### src/rtl/logic_unit_pipe.sv
// logic_unit_pipe: two-stage pipelined bitwise logic unit with valid/ready flow control.
// Applies one of eight bitwise operations (selected per transaction by op) to
// WIDTH-bit operands a and b. Stage 1 holds the operands, stage 2 holds the result.
//
// Ports:
//   clk        rising-edge clock
//   rst        synchronous active-high reset
//   in_valid   operand transaction offered
//   in_ready   block accepts a transaction this cycle (combinational from out_ready)
//   a, b       WIDTH-bit operands
//   op         opcode: 0 AND, 1 OR, 2 XOR, 3 XNOR, 4 NAND, 5 NOR, 6 NOT A, 7 PASS A
//   out_valid  result on y is valid
//   out_ready  consumer accepts the result this cycle
//   y          WIDTH-bit result
//   zero       y is all zeros (qualified by out_valid)
//   popcnt     number of 1 bits in y (only when LOGIC_UNIT_PIPE_POPCNT_EN is defined)
//
// Build option: define LOGIC_UNIT_PIPE_POPCNT_EN to add the registered popcnt output.

module logic_unit_pipe #(
    parameter int unsigned WIDTH = 8
) (
    input  logic             clk,
    input  logic             rst,
    input  logic             in_valid,
    output logic             in_ready,
    input  logic [WIDTH-1:0] a,
    input  logic [WIDTH-1:0] b,
    input  logic [2:0]       op,
    output logic             out_valid,
    input  logic             out_ready,
    output logic [WIDTH-1:0] y,
    output logic             zero
`ifdef LOGIC_UNIT_PIPE_POPCNT_EN
    ,
    output logic [$clog2(WIDTH+1)-1:0] popcnt
`endif
);

    localparam int unsigned OP_W = 3;

    localparam logic [OP_W-1:0] OP_AND  = 3'd0;
    localparam logic [OP_W-1:0] OP_OR   = 3'd1;
    localparam logic [OP_W-1:0] OP_XOR  = 3'd2;
    localparam logic [OP_W-1:0] OP_XNOR = 3'd3;
    localparam logic [OP_W-1:0] OP_NAND = 3'd4;
    localparam logic [OP_W-1:0] OP_NOR  = 3'd5;
    localparam logic [OP_W-1:0] OP_NOTA = 3'd6;
    localparam logic [OP_W-1:0] OP_PASS = 3'd7;

    // Stage 1: captured operands
    logic             v1;
    logic [WIDTH-1:0] a_q;
    logic [WIDTH-1:0] b_q;
    logic [OP_W-1:0]  op_q;

    // Stage 2: registered result
    logic             v2;
    logic [WIDTH-1:0] y_q;
    logic             zero_q;

    logic             adv1;
    logic             adv2;
    logic [WIDTH-1:0] res_c;

    // Flow control: a stage may load when it is empty or its contents move on.
    assign adv2 = !v2 || out_ready;
    assign adv1 = !v1 || adv2;

    // Held high through reset so the source never sees a spurious stall there.
    assign in_ready  = rst || adv1;
    assign out_valid = v2;
    assign y         = y_q;
    assign zero      = zero_q;

    // Stage 1 register: valid follows in_valid whenever the stage advances.
    always_ff @(posedge clk) begin
        if (rst) begin
            v1   <= 1'b0;
            a_q  <= '0;
            b_q  <= '0;
            op_q <= '0;
        end else if (adv1) begin
            v1 <= in_valid;
            if (in_valid) begin
                a_q  <= a;
                b_q  <= b;
                op_q <= op;
            end
        end
    end

    // Bitwise operation on the stage-1 operands.
    always_comb begin
        res_c = '0;
        unique case (op_q)
            OP_AND:  res_c = a_q & b_q;
            OP_OR:   res_c = a_q | b_q;
            OP_XOR:  res_c = a_q ^ b_q;
            OP_XNOR: res_c = ~(a_q ^ b_q);
            OP_NAND: res_c = ~(a_q & b_q);
            OP_NOR:  res_c = ~(a_q | b_q);
            OP_NOTA: res_c = ~a_q;
            OP_PASS: res_c = a_q;
            default: res_c = '0;
        endcase
    end

    // Stage 2 register: result data only changes when a real item moves in.
    always_ff @(posedge clk) begin
        if (rst) begin
            v2     <= 1'b0;
            y_q    <= '0;
            zero_q <= 1'b0;
        end else if (adv2) begin
            v2 <= v1;
            if (v1) begin
                y_q    <= res_c;
                zero_q <= (res_c == '0);
            end
        end
    end

`ifdef LOGIC_UNIT_PIPE_POPCNT_EN
    localparam int unsigned PC_W = $clog2(WIDTH + 1);

    logic [PC_W-1:0] pc_c;
    logic [PC_W-1:0] pc_q;

    // Population count of the result being loaded into stage 2.
    always_comb begin
        pc_c = '0;
        for (int unsigned i = 0; i < WIDTH; i++) begin
            pc_c = pc_c + PC_W'(res_c[i]);
        end
    end

    // Tracks y: same load condition, so it holds through stalls.
    always_ff @(posedge clk) begin
        if (rst) begin
            pc_q <= '0;
        end else if (adv2 && v1) begin
            pc_q <= pc_c;
        end
    end

    assign popcnt = pc_q;
`endif

endmodule

### config.mk
export PLATFORM = sky130hd
export DESIGN_NAME = logic_unit_pipe
export DESIGN_NICKNAME = d
export VERILOG_FILES = /design/src/rtl/logic_unit_pipe.sv
export SDC_FILE = /design/constraint.sdc
export NUM_CORES = 1
export LEC_CHECK = 0
export BUFFER_PORTS_ARGS = -buffer_cell sky130_fd_sc_hd__buf_2
export CORE_ASPECT_RATIO = 1.25
export CORE_UTILIZATION = 52
export DETAILED_ROUTE_END_ITERATION = 16
export PLACE_DENSITY = 0.75
export SETUP_SLACK_MARGIN = 0.5
export SLEW_MARGIN = 30
export SYNTH_ARGS = -nofsm -noshare
export SYNTH_HDL_FRONTEND = slang
export SYNTH_SLANG_ARGS = --single-unit
### constraint.sdc
create_clock -name clk -period 1.9 [get_ports clk]
set_input_delay 0.38 -clock clk [delete_from_list [all_inputs] [get_ports clk]]
set_output_delay 0.38 -clock clk [all_outputs]
set_load 0.1 [all_outputs]
==> summary.txt <==
GRT
  – Grt ovf: 0
  – All-Layer GR Usage: 25.4%
  – Initial antenna violation count: 0
  – Vias in the first global route: 1674
  – Largest net degree at the start of global routing: 21
  – Global-route wire length before repair: 7730 um

Finish
  – Layout filler cell count: 231
  – NumNets Final: 324
  – Area Growth Syn to Fin: 43.1%
  – Most frequent cells in the layout: nand2_1, buf_4, a21oi_1
  – Post-Layout Cell Count: 325
  – Layout cells sized above 1: 52.1%
  – Commonest non-fill, non-tap cell in the layout: nand2_1
  – Antenna Cells: 0

Floorplanning
  – FP Rows: 24
  – Die height: 69.3 um
  – Core Area: 0.00348 mm2
  – Die area: 0.00387 mm2
  – Die width: 55.9 um
  – Effective utilization at floorplan: 54.1%
  – Ports: 34

Placed design
  – HPWL Detailed: 2670 um
  – Dpl cells: 293
  – Number of port buffers: 33
  – Gpl congestion: 0.796

Clocking
  – CTS Buf Count: 5
  – Sink Count: 30
  – Buffer type at the clock tree root: clkbuf_8
  – Worst-path clk slew: 0.07 ns
  – TritonCTS clock tree: yes
  – H-tree Lvls: 2
  – Clock Latency Late Sink: 0.29 ns
  – Clock buffer depth: 2

Timing
  – Min Tclk post-route: 1.64 ns
  – RSZ-0062 raised after global routing: true
  – Worst hold slack: 0.317 ns
  – Clock skew: 0.00522 ns
  – Final setup vio count: 0
  – Rel. slew slack: 80.0%
  – Fin. Hold Viols: 0
  – Tightest Pin Transition: 0.302 ns
  – Fin. max-slew vios: 0
  – Post-Route Setup TNS: 0 ns
  – Fmax: 609 MHz
  – Final period util: 86.5%

Run
  – Max cap viols: 0

Run status
  – Status: complete, no violations

Routing
  – Final ANT Viol Nets: 0
  – Drc violations: 0
  – DRT Wirelength: 5220 um
  – Drt first pass iters: 4
  – 1st-iter DRT viols: 29
  – Vias: 1796
  – Wirelength per Cell: 16.1 um
  – Avg Vias per Cell: 5.53

Logic synthesis
  – Mapped Cells: 227
  – Post-synth top area share: 31.9%
  – Dominant cell type by area after synthesis: dfxtp_1
  – Mapped cell area: 0.00189 mm2
  – YS warnings: 0
  – FF+latch count, synth: 30
  – Sequential element share of the synthesized area: 31.9%
  – Count of cell types in the netlist: 34
  – Synth top area cells: dfxtp_1, ha_1, mux2i_1
  – Mapped Nets: 266
  – Top_reg_cell synth: dfxtp_1
  – EDFF count, synth: 0
  – Post-synth ARST share: 0%
  – Syn Area/Cell: 8.31 um2

Setup path
  – Crit-path max FO: 3
  – Required @ worst endpoint: 2.13 ns
  – Crit. End Element: flop
  – CP peak stage delay: 0.49 ns
  – Critical setup path kind: reg -> reg
  – Crit path max-delay family: multiplexers
  – Worst path arrival time: 1.87 ns
  – Crit-path cells: buf_4 > ha_2 > nor2_2 > a21oi_1 > mux4_2 > nor2_1 > a21oi_1 > nor2_1
  – Critical path's slowest cell: mux4_2
  – Startpoint types: flop
  – CP bufs+invs: 1

Pwr
  – Worst VDD drop: 0.704 mV
  – Pwr/cell area: 667 mW/mm2
  – Lkg Pwr: 1.13 nW

Min path
  – Hold Crit Class: in -> reg
-- power breakdown --
| group | internal, mW | switching, mW |
|---|---|---|
| clock network | 0.292 | 0.243 |
| registers | 0.668 | 0.0335 |
| logic | 0.246 | 0.319 |
-- metrics by stage --
step / utilization [%] / worst slack [ns] / power (mW) / cell area (um2)
after detailed placement: 61.4 / 0.213 / 1.12 / 2140
final: 77.5 / 0.257 / 1.80 / 2700
after global placement: 61.4 / 0.242 / 1.11 / 2140
after floorplan: - / 0.276 / 1.04 / 1950
after global routing: 77.5 / 0.192 / 1.87 / 2700
after CTS: 73.8 / 0.276 / 1.74 / 2570
-- worst register-to-register path, delay by kind of cell (launching register included) --
| family | cells | cell delay [ns] |
|---|---|---|
| mux | 1 | 0.49 |
| simple gates | 3 | 0.33 |
| fa+ha+maj | 1 | 0.20 |
| compound gates | 2 | 0.10 |
| buf+inv | 1 | 0.14 |
| flops | 1 | 0.33 |
-- path summary, 6_finish.rpt --
check                                          from  cells after the start  slack, ns                  end
worst max-delay path            a_q[3]$_SDFFE_PP0P_                      8       0.26    y[3]$_SDFFE_PP0P_
worst min-delay path                           b[3]                      3       0.32  b_q[3]$_SDFFE_PP0P_
worst max register to register  a_q[3]$_SDFFE_PP0P_                      8       0.26    y[3]$_SDFFE_PP0P_
worst min register to register  b_q[2]$_SDFFE_PP0P_                      2       0.47  b_q[2]$_SDFFE_PP0P_
-- flip-flops by register name (all words and copies together), names as in the netlist --
register	flops
out_valid	1
v1	1
a_q	8
y	8
op_q	3
zero	1
b_q	8
-- layout make-up --
cell class	count	area, um2	share of cell area (%)
Clock buffer	7	86.3	3.20
Clock inverter	1	5.00	0.185
Inverter	20	75.1	2.78
Multi-Input combinational cell	163	1380	51.3
Sequential cell	30	634	23.5
Tap cell	39	48.8	1.81
Timing Repair Buffer	65	465	17.2
-- layer usage --
layer | vias to the layer above | part of all wire (%) | GRT usage, % | routed length, um
li1 | 864 | - | - | -
met4 | 0 | 2.9 | 7.32 | 150
met1 | 861 | 40 | 30.4 | 2100
met5 | - | 0 | 0 | 0
met2 | 54 | 53 | 45.6 | 2770
met3 | 17 | 3.8 | 5.04 | 201
-- cell families after synthesis --
kind of cell / after synthesis / share of synthesized area (%)
and+or+nand+nor: 76 / 17.6
buffers and inverters: 35 / 9.22
muxes: 25 / 15.2
AOI/OAI and AO/OA: 36 / 11.3
xor gates and xnor gates: 9 / 4.18
DFF: 30 / 31.9
adders and majority gates: 16 / 10.6
-- cell usage after synthesis, types with 3 or more instances --
master,instances
inv_1,20
ha_1,16
nand2_1,43
mux2i_1,20
dfxtp_1,30
buf_2,4
a211oi_1,6
buf_4,3
nor2b_1,4
a21oi_1,24
nor2_1,16
xnor2_1,9
clkbuf_1,3
nor3_1,5
-- repair_timing --
action / 4_1_cts / 5_1_grt
hold buffers: 0 / 0
endpoints found under the setup margin: 20 / 19
pin swaps: 21 / 7
setup buffers: 19 / 3
cloned: 0 / 2
gates resized for setup: 56 / 22
Note: power is estimated with default switching activity, not from simulation.
